==> config.mk <==
export PLATFORM = sky130hd
export DESIGN_NAME = mag_comp_seq_ctrl_flat
export DESIGN_NICKNAME = d
export VERILOG_FILES = /design/src/rtl/mag_comp_seq_ctrl_if.sv /design/src/rtl/mag_comp_seq_ctrl.sv /design/src/flat_wrapper.sv
export SDC_FILE = /design/constraint.sdc
export NUM_CORES = 1
export LEC_CHECK = 0
export ABC_AREA = 0
export BUFFER_PORTS_ARGS = -buffer_cell sky130_fd_sc_hd__buf_2
export CORE_MARGIN = 2
export CORE_UTILIZATION = 56
export CTS_CLUSTER_SIZE = 25
export DETAILED_ROUTE_END_ITERATION = 16
export PLACE_DENSITY = 0.84
export SYNTH_ARGS = -nofsm -noshare
export SYNTH_HDL_FRONTEND = slang
export SYNTH_SLANG_ARGS = --single-unit
==> constraint.sdc <==
create_clock -name clk -period 4.9 [get_ports clk]
set_input_delay 0.245 -clock clk [delete_from_list [all_inputs] [get_ports clk]]
set_output_delay 0.245 -clock clk [all_outputs]
set_load 0.01 [all_outputs]
==> src/rtl/mag_comp_seq_ctrl_if.sv <==
// Requester and comparator-slice signal bundle for mag_comp_seq_ctrl.
//
// Requester side:
//   start, abort, a_in, b_in       -> sequencer
//   busy, done, eq, gt, lt, err    <- sequencer
// Comparator slice side:
//   slice_a, slice_b               <- sequencer (4-bit operands to the slice)
//   slice_e, slice_g, slice_l      -> sequencer (slice verdict)
//
// master: the environment, which is the requester plus the comparator slice.
// slave:  the sequencer itself.
interface mag_comp_seq_ctrl_if #(
    parameter int unsigned WIDTH = 16
);
    logic             start;
    logic             abort;
    logic [WIDTH-1:0] a_in;
    logic [WIDTH-1:0] b_in;
    logic             busy;
    logic             done;
    logic             eq;
    logic             gt;
    logic             lt;
    logic             err;
    logic [3:0]       slice_a;
    logic [3:0]       slice_b;
    logic             slice_e;
    logic             slice_g;
    logic             slice_l;

    modport master (
        output start, abort, a_in, b_in,
        input  busy, done, eq, gt, lt, err,
        input  slice_a, slice_b,
        output slice_e, slice_g, slice_l
    );

    modport slave (
        input  start, abort, a_in, b_in,
        output busy, done, eq, gt, lt, err,
        output slice_a, slice_b,
        input  slice_e, slice_g, slice_l
    );
endinterface

==> src/rtl/mag_comp_seq_ctrl.sv <==
// Multi-cycle magnitude comparator sequencer.
//
// Compares two WIDTH-bit operands through one shared external 4-bit
// comparator slice, one nibble per cycle, most significant nibble first,
// stopping at the first unequal nibble. The final E/G/L verdict (or an error
// if the slice answer is not one-hot) is registered and held until the next
// accepted start.
//
// Ports:
//   clk    rising-edge clock
//   rst_n  asynchronous active-low reset
//   bus    mag_comp_seq_ctrl_if.slave: start/abort/a_in/b_in in,
//          busy/done/eq/gt/lt/err out, slice_a/slice_b out,
//          slice_e/slice_g/slice_l in
module mag_comp_seq_ctrl #(
    parameter int unsigned WIDTH = 16
) (
    input logic                 clk,
    input logic                 rst_n,
    mag_comp_seq_ctrl_if.slave  bus
);

    localparam int unsigned NIBBLES = WIDTH / 4;
    localparam int unsigned IDX_W   = (NIBBLES > 1) ? $clog2(NIBBLES) : 1;
    localparam logic [IDX_W-1:0] IDX_TOP = IDX_W'(NIBBLES - 1);

    typedef enum logic [1:0] {
        StIdle,
        StCmp,
        StFin
    } state_e;

    state_e             state_q, state_d;
    logic [WIDTH-1:0]   a_q, a_d;
    logic [WIDTH-1:0]   b_q, b_d;
    logic [IDX_W-1:0]   idx_q, idx_d;
    logic               done_q, done_d;
    logic               eq_q, eq_d;
    logic               gt_q, gt_d;
    logic               lt_q, lt_d;
    logic               err_q, err_d;
    logic               slice_ok;

    assign slice_ok = $onehot({bus.slice_e, bus.slice_g, bus.slice_l});

    // Next-state logic
    always_comb begin
        state_d = state_q;
        a_d     = a_q;
        b_d     = b_q;
        idx_d   = idx_q;
        done_d  = 1'b0;
        eq_d    = eq_q;
        gt_d    = gt_q;
        lt_d    = lt_q;
        err_d   = err_q;

        unique case (state_q)
            StIdle: begin
                if (bus.start) begin
                    a_d     = bus.a_in;
                    b_d     = bus.b_in;
                    idx_d   = IDX_TOP;
                    eq_d    = 1'b0;
                    gt_d    = 1'b0;
                    lt_d    = 1'b0;
                    err_d   = 1'b0;
                    state_d = StCmp;
                end
            end
            StCmp: begin
                if (bus.abort) begin
                    state_d = StIdle;
                end else if (!slice_ok) begin
                    err_d   = 1'b1;
                    done_d  = 1'b1;
                    state_d = StFin;
                end else if (bus.slice_g) begin
                    gt_d    = 1'b1;
                    done_d  = 1'b1;
                    state_d = StFin;
                end else if (bus.slice_l) begin
                    lt_d    = 1'b1;
                    done_d  = 1'b1;
                    state_d = StFin;
                end else if (idx_q == '0) begin
                    eq_d    = 1'b1;
                    done_d  = 1'b1;
                    state_d = StFin;
                end else begin
                    idx_d   = idx_q - IDX_W'(1);
                end
            end
            StFin: begin
                // start and abort are both ignored here; requester waits for busy==0
                state_d = StIdle;
            end
            default: begin
                state_d = StIdle;
            end
        endcase
    end

    always_ff @(posedge clk or negedge rst_n) begin
        if (!rst_n) begin
            state_q <= StIdle;
            a_q     <= '0;
            b_q     <= '0;
            idx_q   <= IDX_TOP;
            done_q  <= 1'b0;
            eq_q    <= 1'b0;
            gt_q    <= 1'b0;
            lt_q    <= 1'b0;
            err_q   <= 1'b0;
        end else begin
            state_q <= state_d;
            a_q     <= a_d;
            b_q     <= b_d;
            idx_q   <= idx_d;
            done_q  <= done_d;
            eq_q    <= eq_d;
            gt_q    <= gt_d;
            lt_q    <= lt_d;
            err_q   <= err_d;
        end
    end

    // Slice operands come straight from the operand registers so the slice
    // answer is available within the same CMP cycle.
    always_comb begin
        bus.slice_a = 4'h0;
        bus.slice_b = 4'h0;
        if (state_q == StCmp) begin
            bus.slice_a = a_q[{idx_q, 2'b00} +: 4];
            bus.slice_b = b_q[{idx_q, 2'b00} +: 4];
        end
    end

    assign bus.busy = (state_q != StIdle);
    assign bus.done = done_q;
    assign bus.eq   = eq_q;
    assign bus.gt   = gt_q;
    assign bus.lt   = lt_q;
    assign bus.err  = err_q;

endmodule
==> src/flat_wrapper.sv <==
// flat-port wrapper written by rule: the top's interface ports become plain ports
module mag_comp_seq_ctrl_flat 
#(
    parameter int unsigned WIDTH = 16
)
  (clk, rst_n, bus_start, bus_abort, bus_a_in, bus_b_in, bus_busy, bus_done, bus_eq, bus_gt, bus_lt, bus_err, bus_slice_a, bus_slice_b, bus_slice_e, bus_slice_g, bus_slice_l);
  mag_comp_seq_ctrl_if #(.WIDTH(WIDTH)) bus_i ();
  input logic clk;
  input logic rst_n;
  input wire logic [$bits(bus_i.start)-1:0] bus_start;
  input wire logic [$bits(bus_i.abort)-1:0] bus_abort;
  input wire logic [$bits(bus_i.a_in)-1:0] bus_a_in;
  input wire logic [$bits(bus_i.b_in)-1:0] bus_b_in;
  output wire logic [$bits(bus_i.busy)-1:0] bus_busy;
  output wire logic [$bits(bus_i.done)-1:0] bus_done;
  output wire logic [$bits(bus_i.eq)-1:0] bus_eq;
  output wire logic [$bits(bus_i.gt)-1:0] bus_gt;
  output wire logic [$bits(bus_i.lt)-1:0] bus_lt;
  output wire logic [$bits(bus_i.err)-1:0] bus_err;
  output wire logic [$bits(bus_i.slice_a)-1:0] bus_slice_a;
  output wire logic [$bits(bus_i.slice_b)-1:0] bus_slice_b;
  input wire logic [$bits(bus_i.slice_e)-1:0] bus_slice_e;
  input wire logic [$bits(bus_i.slice_g)-1:0] bus_slice_g;
  input wire logic [$bits(bus_i.slice_l)-1:0] bus_slice_l;
  assign bus_i.start = bus_start;
  assign bus_i.abort = bus_abort;
  assign bus_i.a_in = bus_a_in;
  assign bus_i.b_in = bus_b_in;
  assign bus_busy = bus_i.busy;
  assign bus_done = bus_i.done;
  assign bus_eq = bus_i.eq;
  assign bus_gt = bus_i.gt;
  assign bus_lt = bus_i.lt;
  assign bus_err = bus_i.err;
  assign bus_slice_a = bus_i.slice_a;
  assign bus_slice_b = bus_i.slice_b;
  assign bus_i.slice_e = bus_slice_e;
  assign bus_i.slice_g = bus_slice_g;
  assign bus_i.slice_l = bus_slice_l;
  mag_comp_seq_ctrl #(.WIDTH(WIDTH)) u_core (.clk(clk), .rst_n(rst_n), .bus(bus_i));
endmodule
---- Word level (Yosys, flattened, before mapping) ----
Index checks and enable logic that the tools add are counted.
cells by class
  shift-type cells ........................ 2
  reduce and logical (&&, ||, !) cells .... 11
  add/subtract/negate cells ............... 3
  mux-type cells .......................... 41
  equal/unequal tests ..................... 13
operators with widths
  operator             number
  $shiftx 16x5->4      2
  $mux 2               12
  $mux 1               21
  $ne 2x2->1 const B   8
  $reduce_and 7->1     2
  $mux 4               2
  $pmux 1 s2           4
  $pmux 2 s2           2
  $ne 6x6->1 const B   1
  $reduce_and 6->1     1
  $reduce_and 5->1     1
  $eq 2x1->1 const B   2
  $logic_not 2->1      2
  $ne 2x1->1 const B   2
  $reduce_and 2->1     2
  $reduce_and 4->1     1
  $reduce_bool 2->1    2
  $add 1x1->2          1
  $add 2x1->2          1
  $sub 2x1->2 const B  1
storage, ports and cells
  logic and storage cells ................. 79
  register bits after elaboration ......... 41
  output and inout port bits .............. 14

---- Logic depth before layout (Yosys ltp) ----
  word-level depth ........................ 7
  mapped depth ............................ 6
  depth with buffers taken out ............ 5

---- Worst setup path after synthesis ----
No wires, ideal clock.
  path kind ............................... register to register
  start point ............................. reg u_core.idx_q[1]
  end point ............................... reg u_core.idx_q[1]
  path buffers ............................ 1
  slack ................................... 3.126 ns
  period minus slack after synthesis ...... 1.774 ns
  arrival time ............................ 1.677 ns
  data required time ...................... 4.803 ns
  cell stages (with the launch flop) ...... 7
  setup time .............................. 0.097 ns
  cell sequence ........................... dfstp_2 -> clkbuf_1 -> inv_1 -> ha_1 -> nor3_1 -> and4_1 -> a22oi_1
on the way
  word-level cells in the longest chain between the ends .. 7
  elaborated cells on any way between the ends .. 10
  those cells by class .................... add/sub (1); eq/ne (1); mux (6); reduce/logical (2)
ends and longest elaborated chain
  item                    line                      text
  from (decl)             mag_comp_seq_ctrl.sv:36   logic [IDX_W-1:0] idx_q, idx_d;
  from (signal assigned)  mag_comp_seq_ctrl.sv:119  idx_q <= idx_d;
  $sub 2x1->2             mag_comp_seq_ctrl.sv:91   idx_d = idx_q - IDX_W'(1);
  $mux 2                  mag_comp_seq_ctrl.sv:86   end else if (idx_q == '0) begin
  $mux 2                  mag_comp_seq_ctrl.sv:82   end else if (bus.slice_l) begin
  $mux 2                  mag_comp_seq_ctrl.sv:78   end else if (bus.slice_g) begin
  $mux 2                  mag_comp_seq_ctrl.sv:74   end else if (!slice_ok) begin
  $mux 2                  mag_comp_seq_ctrl.sv:72   if (bus.abort) begin
  $pmux 2 s2              mag_comp_seq_ctrl.sv:58   unique case (state_q)
Several ways; a longest one is shown, not always the timed one. The select of a mux whose other input is x is not followed.
A chain may end at the register's enable or synchronous reset.

---- Worst setup path in the final report ----
  start point ............................. reg u_core.idx_q[0]
  end point ............................... out bus_slice_b[2]
on the way
  word-level cells in the longest chain between the ends .. 2
ends and longest elaborated chain
  item             line                      text
  $shiftx 16x5->4  mag_comp_seq_ctrl.sv:135  bus.slice_b = b_q[{idx_q, 2'b00} +: 4];
  $mux 4           mag_comp_seq_ctrl.sv:133  if (state_q == StCmp) begin
  to (decl)        flat_wrapper.sv:21        output wire logic [$bits(bus_i.slice_b)-1:0] bus_slice_b;
Every way passes these cells.

==> flow_metrics.tcl <==
set metrics [dict create \
    die-area_um2 4086 \
    met1_length_um 1562 \
    clockRootBuffer "clkbuf_4" \
    post_cts_buffers 0 \
    tns_ns 0 \
    cts_buffers 5 \
    p_clk_share_pct 26.1 \
    post-route-period-util_pct 44.48 \
    crit_path_max_fanout 9 \
    grt_pass1_vias 1267 \
    fin_crit_ns 2.180 \
    synthDistinctLibCells 29 \
    grt_usage_pct 19.23 \
    synthesis.area_um2 2011 \
    drtAntennaViolNets 0 \
    tightestPinTransition_ns 1.161 \
    initial_core_util_pct 59.32 \
    worst-setup-path-type "flip-flop to output port" \
    reg2regPathDepth 5 \
    yosysMostFrequentCell "dfrtp_1" \
    crit_end "bus_slice_b[2]" \
    critPathRequiredTime_ns 4.66 \
    antenna_found_initial 0 \
    violations "negative hold slack" \
    crit_start "u_core.idx_q[0]" \
    die_y_um 63.92 \
    max_freq_mhz 458.8 \
    synth_nets 170 \
    status "finished with violations" \
    r2r_start "u_core.idx_q[0]" \
    htreeDepth 2 \
    p_comb_share_pct 27.9 \
    grt_overflow_total 0 \
    cts.sink_count 41 \
    synthTopCellsByArea "dfrtp_1, mux2_4, mux4_2" \
    cts_tree "built" \
    pin_count 53 \
    drt_iter0_markers 45 \
    dr.pass1.iters 4 \
    yosysTopAreaCell "dfrtp_1" \
    fin_cells 228 \
    powerDensity_nw_per_um2 441.5 \
    final_max_slew_viol_count 0 \
    async_reset_ff_share_pct 100.0 \
    synth_edf_count 0 \
    arrival_ns 1.93 \
    grt_max_degree 42 \
    p_switching_uw 266.5 \
    finalSetupViolCount 0 \
    ctsResizeCount 0 \
    synth_seq_cells 41 \
    crit_path_end_kind "output port" \
    drive_gt1_share_pct 57.69 \
    skew_ns 0.009214 \
    dr_wl_met3_um 189 \
    pwr-share-seq_pct 46.0 \
    fp-row-count 21 \
    critPathLaunchType "flip-flop" \
    via_per_inst 5.307 \
    seq_area_frac_synth_pct 51.15 \
    r2r_slack_ns 2.93 \
    power_mw 1.040 \
    hold_viol 30 \
    clkLatencyLatePin_ns 0.36 \
    wl_met2_um 1800 \
    syn2layout_area_growth_pct 17.17 \
    power.internal_uw 773.5 \
    synth_ff_type "dfrtp_1" \
    syn_area_per_cell_um2 15.59 \
    wl_per_cell_um 15.82 \
    dp_cells 220 \
    clk_transition_reported_paths_ns 0.13 \
    syn_inst 129 \
    via_count 1210 \
    port_buffers 52 \
    p_leak_nw 1.197 \
    die_x_um 63.92 \
    grt_pass1_wl_um 5851 \
    maxCapViolCount 0 \
    r2r-end "u_core.idx_q[1]" \
    gp_routability_congestion 0.7741 \
    peakVddDrop_mv 0.2977 \
    highest_layer "met4" \
    core_area_um2 3390 \
    swShare_pct 25.63 \
    wl_um 3606 \
    rsz0062_at_grt "false" \
    drc 0 \
    dp_hpwl_um 2602 \
    hold_path.class "input port to async pin" \
    slew_headroom_pct 22.60 \
    ys_warn_count 0 \
    hold_ws_ns -0.01337 \
    ctsHoldBuffers 0 \
    yosysTopAreaCellShare_pct 48.54 \
    nNetsFinal 222 \
    clockBufferDepth 2 \
    synthTopCellsByCount "dfrtp_1, mux2_4, nor2b_1, mux4_2, mux2_2" \
    diodes 0 \
]
==> cells by family after synthesis <==
logic type               count (synthesis)  share of synthesized area, %
adder cells (fa/ha/maj)                  2                         1.618
multiplexers                            41                         32.05
buffers and inverters                   13                         4.854
AO/OA/AOI/OAI                            9                         3.111
AND/OR/NAND/NOR                         23                         7.219
flip-flops                              41                         51.15
==> registers in the layout, summed over array words and instances, names as in the netlist <==
register         count
u_core.bus.eq        1
u_core.bus.lt        1
u_core.bus.err       1
u_core.b_q          16
u_core.idx_q         2
u_core.state_q       2
u_core.bus.done      1
u_core.a_q          16
u_core.bus.gt        1
==> power groups by stage <==
stage	clock network (mW)	registers (mW)	logic (mW)
3_3_place_gp	0	0.479	0.282
5_1_grt	0.294	0.489	0.313
2_1_floorplan	0	0.470	0.237
3_5_place_dp	0	0.485	0.293
6_report	0.272	0.478	0.290
4_1_cts	0.276	0.478	0.295
==> cell usage in the layout (no fill, tap or decap), drive strengths merged, types with 2 or more instances in the layout <==
master / n
bufinv: 2
nor2b: 9
o21ai: 3
a211oi: 2
buf: 52
nor3: 2
clkbuf: 5
dfstp: 2
inv: 6
nand2: 5
dfrtp: 39
mux2: 32
mux4: 8
==> through the flow <==
step / util (%) / area [µm²] / setup WS (ns)
3_3_place_gp: 66.48 / 2253 / 3.038
5_1_grt: 69.51 / 2356 / 2.615
3_5_place_dp: 66.48 / 2253 / 2.951
6_report: 69.51 / 2356 / 2.720
4_1_cts: 69.51 / 2356 / 2.687
2_1_floorplan: - / 2011 / 3.126
==> worst min path at each step <==
stage | start | to | slack [ns] | cells after the start
floorplan | rst_n | u_core.a_q[0] | -0.05 | 0
global placement | rst_n | u_core.a_q[2] | 0.40 | 1
detailed placement | rst_n | u_core.a_q[2] | 0.41 | 1
CTS | rst_n | u_core.a_q[8] | 0.01 | 1
global route | rst_n | u_core.b_q[6] | 0.04 | 1
finish | rst_n | u_core.b_q[6] | -0.01 | 1
==> final cells by class <==
type / instances / area (µm²)
Tap cell: 46 / 57.56
Multi-Input combinational cell: 75 / 884.6
Timing Repair Buffer: 52 / 260.3
Sequential cell: 41 / 1028
Clock inverter: 3 / 65.06
Inverter: 6 / 22.52
Fill cell: 242 / 1033
Clock buffer: 5 / 37.54
==> critical path: stages (launching register included) <==
cell	delay, ns
dfstp_2	0.74
mux4_2	0.54
nor2b_1	0.14
buf_2	0.16
==> per-layer routing <==
| metal | global-route usage, % | vias to the layer above |
|---|---|---|
| met1 | 25.57 | 596 |
| li1 | - | 567 |
| met3 | 5.986 | 7 |
| met2 | 29.69 | 40 |
| met4 | 7.337 | 0 |
| met5 | 0 | - |
No activity file was read; power rests on OpenSTA's default activity.
